[config.mk]
export PLATFORM = sky130hd
export DESIGN_NAME = instruction_queue
export DESIGN_NICKNAME = d
export VERILOG_FILES = /design/src/rtl/instruction_queue.sv
export SDC_FILE = /design/constraint.sdc
export NUM_CORES = 2
export LEC_CHECK = 0
export BUFFER_PORTS_ARGS = -buffer_cell sky130_fd_sc_hd__buf_4
export CAP_MARGIN = 0
export CORE_ASPECT_RATIO = 1.75
export CORE_MARGIN = 4
export CORE_UTILIZATION = 40
export DETAILED_ROUTE_END_ITERATION = 10
export PLACE_DENSITY_LB_ADDON = 0.12
export SYNTH_ARGS = -nofsm -noshare
export SYNTH_HDL_FRONTEND = slang
export SYNTH_SLANG_ARGS = --single-unit
export TNS_END_PERCENT = 1
[constraint.sdc]
create_clock -name clock -period 4.4 [get_ports clock]
set_input_delay 0.66 -clock clock [delete_from_list [all_inputs] [get_ports clock]]
set_output_delay 0.66 -clock clock [all_outputs]
set_load 0.005 [all_outputs]
[src/rtl/instruction_queue.sv]
// Prefetch byte queue: circular byte buffer feeding a 16-byte decode window.
// Optional same-cycle bypass of the first beat into an empty queue: INSTRUCTION_QUEUE_BYPASS_EN.
module instruction_queue #(
  parameter int DEPTH  = 32,
  parameter int WINDOW = 16
) (
  input  logic                       clock,
  input  logic                       reset,
  input  logic                       i_flush,
  input  logic                       i_fetch_valid,
  input  logic [31:0]                i_fetch_data,
  input  logic [2:0]                 i_fetch_byte_count,
  output logic                       o_fetch_ready,
  output logic [7:0]                 o_instruction [0:WINDOW-1],
  output logic [$clog2(DEPTH):0]     o_count,
  input  logic                       i_consume_valid,
  input  logic [4:0]                 i_consume_length,
  output logic                       o_error
);

  localparam int PW = $clog2(DEPTH);
  localparam int CW = PW + 1;
  localparam logic [CW-1:0] READY_MAX = CW'(DEPTH - 4);

  logic [7:0]    r_buf [0:DEPTH-1];
  logic [PW-1:0] r_wr_ptr;
  logic [PW-1:0] r_rd_ptr;
  logic [CW-1:0] r_count;
  logic          r_error;

  logic          w_fetch_ready;
  logic          w_fetch_accept;
  logic          w_count_ok;
  logic          w_write;
  logic [CW-1:0] w_wr_bytes;
  logic [CW-1:0] w_avail;
  logic          w_len_ok;
  logic          w_consume;
  logic [CW-1:0] w_rd_bytes;
  logic          w_illegal;
  logic [7:0]    w_beat [0:3];

  // Handshake: a beat transfers on a rising edge where i_fetch_valid and
  // o_fetch_ready are both high; ready depends only on registered count, so
  // a producer seeing ready low must hold the beat until it rises.
  assign w_fetch_ready  = (r_count <= READY_MAX);
  assign w_fetch_accept = i_fetch_valid & w_fetch_ready;
  assign w_count_ok     = (i_fetch_byte_count >= 3'd1) && (i_fetch_byte_count <= 3'd4);
  assign w_write        = w_fetch_accept & w_count_ok & ~i_flush;
  assign w_wr_bytes     = w_write ? CW'(i_fetch_byte_count) : '0;

`ifdef INSTRUCTION_QUEUE_BYPASS_EN
  logic w_bypass;
  assign w_bypass = w_fetch_accept & w_count_ok & ~i_flush & (r_count == '0);
  assign w_avail  = w_bypass ? CW'(i_fetch_byte_count) : r_count;
`else
  assign w_avail  = r_count;
`endif

  assign w_len_ok   = (i_consume_length >= 5'd1) && (i_consume_length <= 5'd15) &&
                      (CW'(i_consume_length) <= w_avail);
  assign w_consume  = i_consume_valid & w_len_ok & ~i_flush;
  assign w_rd_bytes = w_consume ? CW'(i_consume_length) : '0;
  assign w_illegal  = (w_fetch_accept & ~w_count_ok) | (i_consume_valid & ~w_len_ok);

  always_comb begin
    for (int n = 0; n < 4; n++) begin
      w_beat[n] = i_fetch_data[8*n +: 8];
    end
  end

  always_ff @(posedge clock or posedge reset) begin
    if (reset) begin
      r_wr_ptr <= '0;
      r_rd_ptr <= '0;
      r_count  <= '0;
      r_error  <= 1'b0;
    end else if (i_flush) begin
      r_wr_ptr <= '0;
      r_rd_ptr <= '0;
      r_count  <= '0;
      r_error  <= 1'b0;
    end else begin
      r_wr_ptr <= r_wr_ptr + w_wr_bytes[PW-1:0];
      r_rd_ptr <= r_rd_ptr + w_rd_bytes[PW-1:0];
      r_count  <= r_count + w_wr_bytes - w_rd_bytes;
      if (w_illegal) begin
        r_error <= 1'b1;
      end
    end
  end

  // Byte storage carries no reset; the window masks anything beyond count.
  always_ff @(posedge clock) begin
    if (w_write) begin
      for (int n = 0; n < 4; n++) begin
        if (3'(n) < i_fetch_byte_count) begin
          r_buf[r_wr_ptr + PW'(n)] <= w_beat[n];
        end
      end
    end
  end

  always_comb begin
    for (int k = 0; k < WINDOW; k++) begin
      o_instruction[k] = (CW'(k) < r_count) ? r_buf[r_rd_ptr + PW'(k)] : 8'h00;
`ifdef INSTRUCTION_QUEUE_BYPASS_EN
      if (w_bypass) begin
        o_instruction[k] = ((k < 4) && (3'(k) < i_fetch_byte_count)) ? w_beat[k[1:0]] : 8'h00;
      end
`endif
    end
  end

  assign o_fetch_ready = w_fetch_ready;
  assign o_count       = w_avail;
  assign o_error       = r_error;

endmodule
==> flow_metrics.tcl <==
set metrics [dict create \
    status "completed" \
    portBuffers 180 \
    die_w_um 221 \
    gp_congestion 1.17 \
    final_nets 3385 \
    cts_tree "built" \
    path_class "flop to primary output" \
    path_clk_slew_ns 0.07 \
    syn-num-nets 3321 \
    critPathBufInv 3 \
    fillers 7496 \
    regArea_mm2 0.00812 \
    dp.final_hpwl_um 144000 \
    wirelength_um 186000 \
    antenna_found_initial 2 \
    crit_path_end_kind "primary output" \
    total_leakage_power_nw 12.4 \
    root_buffer "clkbuf_16" \
    fmax_mhz 232 \
    rrSetupSlack_ns 0.56 \
    grt_max_degree 95 \
    min_path_type "input port to asynchronous set/reset pin" \
    skew_ns 0.0171 \
    grt.overflow.total 0 \
    drt-initial-drc-count 4545 \
    cts_made_buffers 29 \
    routedWlPerCell_um 42.7 \
    power_switching_mw 4.78 \
    ys_seq_elements 273 \
    antenna_left 0 \
    cts_htree_levels 1 \
    start_util_pct 40.3 \
    area_growth_pct 12.9 \
    setup_viol 0 \
    cp_max_fo 64 \
    seqPwrFrac_pct 25.7 \
    async_flop_share_pct 6.23 \
    seq_area_frac_synth_pct 25.6 \
    worst_pin_slew_ns 1.25 \
    grt.total_usage_pct 43.0 \
    synth_area_leaders "edfxtp_1, mux4_2, mux2i_1" \
    ios 181 \
    p_comb_share_pct 50.3 \
    drc 0 \
    synthFlopType "edfxtp_1" \
    core_mm2 0.0784 \
    drv_cap 0 \
    yosys_warnings 0 \
    synthCells 3237 \
    insertion_delay_ns 0.62 \
    worst_hold_slack_ns 0.264 \
    vias_per_cell 7.36 \
    synth_cell_types 86 \
    maxSlewViolCount 0 \
    cts.path.max_buffers 3 \
    rows 136 \
    synth_area_mm2 0.0316 \
    grt_pass1_wl_um 250000 \
    dieArea_mm2 0.0838 \
    cp_top_family "multiplexers" \
    powerDensity_mw_per_mm2 322 \
    intPower_mw 6.74 \
    fin_cells 4361 \
    multi_input_area_mm2 0.0220 \
    yosysTopAreaCellShare_pct 24.3 \
    clkSinkCount 273 \
    avgSynthCellArea_um2 9.77 \
    slowest_stage "mux4_2" \
    chipHeight_um 380 \
    synth_edf_count 256 \
    final.setup.tns_ns 0 \
    swShare_pct 41.5 \
    relSlewSlack_pct 16.3 \
    period_share_pct 98.0 \
    synth_area_leader_cell "edfxtp_1" \
    numPlacedInstances 4298 \
    crit_path_start_kind "flop" \
    first_pass_iters 8 \
    grt_pass1_vias 29600 \
    arrival_ns 3.65 \
    drive_gt1_share_pct 27.8 \
    vias 32100 \
    critPathMaxStageDelay_ns 0.63 \
    required_ns 3.74 \
    clockPowerShare_pct 24.0 \
    period_needed_ns 4.31 \
    hold_viol 0 \
    crit_chain "buf_12 > buf_16 > mux4_2 > mux2i_1 > nand2_1 > o21ai_0 > o22ai_1 > buf_4" \
    ir_drop_uv 306 \
]
## stage by stage
stage               instance area [um^2]  power, mW  worst slack [ns]  util (%)
CTS                                35600       11.4           0.00508      45.4
floorplan                          31600       5.90             0.111         -
finish                             35700       11.5            0.0859      45.5
global route                       35700       11.8          -0.00219      45.5
detailed placement                 34600       8.67             0.411      44.1
global placement                   34600       8.61             0.326      44.1
## sequential cells by signal, indices dropped and copies added (netlist names)
signal    flops
o_count       6
o_error       1
r_buf       256
r_rd_ptr      5
r_wr_ptr      5
## placed cells by master, fill, tap and decap left out, drive strengths merged, types with 13 or more instances in the layout
master	count
nand2	254
a21o	15
a211oi	39
a221oi	21
mux2	108
o31ai	13
a22o	39
xor2	17
nor3	74
dfrtp	17
nand3	87
buf	371
a22oi	34
or2	13
mux4	328
o22ai	210
and2	26
clkbuf	30
o211ai	28
and3	18
ha	34
nor2	234
a21oi	293
nor2b	15
mux2i	255
xnor2	29
nand2b	19
inv	73
edfxtp	256
o21ai	207
nand4	22
## synthesized netlist by cell type, types with 34 or more instances
library cell,count
a211oi_1,39
a21oi_1,293
a22o_1,39
a22oi_1,34
buf_1,40
buf_2,54
clkbuf_1,234
edfxtp_1,256
ha_1,34
inv_1,61
mux2_2,105
mux2i_1,254
mux4_2,328
nand2_1,253
nand3_1,87
nor2_1,233
nor3_1,68
o21ai_0,188
o22ai_1,210
## power by group through the flow
stage / registers (mW) / clock network, mW / logic (mW)
after global placement: 3.02 / 0 / 5.60
after global routing: 2.96 / 2.85 / 6.00
after CTS: 2.96 / 2.77 / 5.67
after detailed placement: 3.02 / 0 / 5.65
after floorplan: 2.98 / 0 / 2.92
final: 2.96 / 2.76 / 5.79
## worst register-to-register path: stages (launching register included)
cell and delay [ns]:
dfrtp_1 0.38, inv_1 0.17, ha_1 0.27, nor2b_1 0.14, o21a_1 0.16, o21a_1 0.17, o31ai_1 0.32, nand4b_1 0.19
buf_4 0.18, nor2_1 0.20, fa_1 0.47, inv_1 0.07, ha_1 0.26, a21oi_1 0.24, o21bai_1 0.09, a21oi_1 0.18
xnor2_1 0.15, nor2_1 0.06
## final cells by class
cell class | instances | area share [%]
Clock inverter | 24 | 0.851
Multi-Input combinational cell | 2561 | 61.6
Inverter | 65 | 0.687
Sequential cell | 273 | 22.7
Tap cell | 1035 | 3.63
Antenna cell | 2 | 0.0140
Timing Repair Buffer | 371 | 8.39
Clock buffer | 30 | 2.04
## per-layer routing
metal | part of all wire (%) | vias to the layer above | wire length (um) | global-route usage (%)
li1 | - | 13000 | - | -
met1 | 32 | 15900 | 59700 | 48.6
met2 | 44 | 2567 | 82400 | 66.1
met3 | 10 | 724 | 19100 | 8.68
met4 | 14 | 0 | 25200 | 41.9
met5 | 0 | - | 0 | 0
## kinds of logic (layout without fill, tap and decap cells)
kind of cell	Yosys count	after routing	synth area share, %
AO/OA/AOI/OAI	983	983	19.2
XOR/XNOR	46	46	1.27
adder cells (fa/ha/maj)	39	39	1.66
buffers and inverters	403	490	5.17
flip-flops	273	273	25.6
multiplexers	691	691	35.3
other	1	3	0.0119
AND/OR/NAND/NOR	801	801	11.7
## final timing paths
path	from	end	depth (start not counted)
worst min-delay path	reset	o_error	2
worst max register to register	o_count[1]	o_count[5]	17
worst max-delay path	r_rd_ptr[0]	o_instruction[36]	8
max in group asynchronous	reset	r_rd_ptr[0]	2
min in group clock	i_fetch_valid	o_error	3
worst min register to register	o_error	o_error	2
## repair_timing
| action | CTS | global route |
|---|---|---|
| setup endpoints to repair | 7 | 39 |
| hold buffers | 0 | 0 |
| gates resized for setup | 4 | 1 |
| setup buffers | 0 | 7 |
| hold endpoints to repair | 0 | 0 |
| pin swaps | 0 | 1 |
No activity file was read; power rests on OpenSTA's default activity.
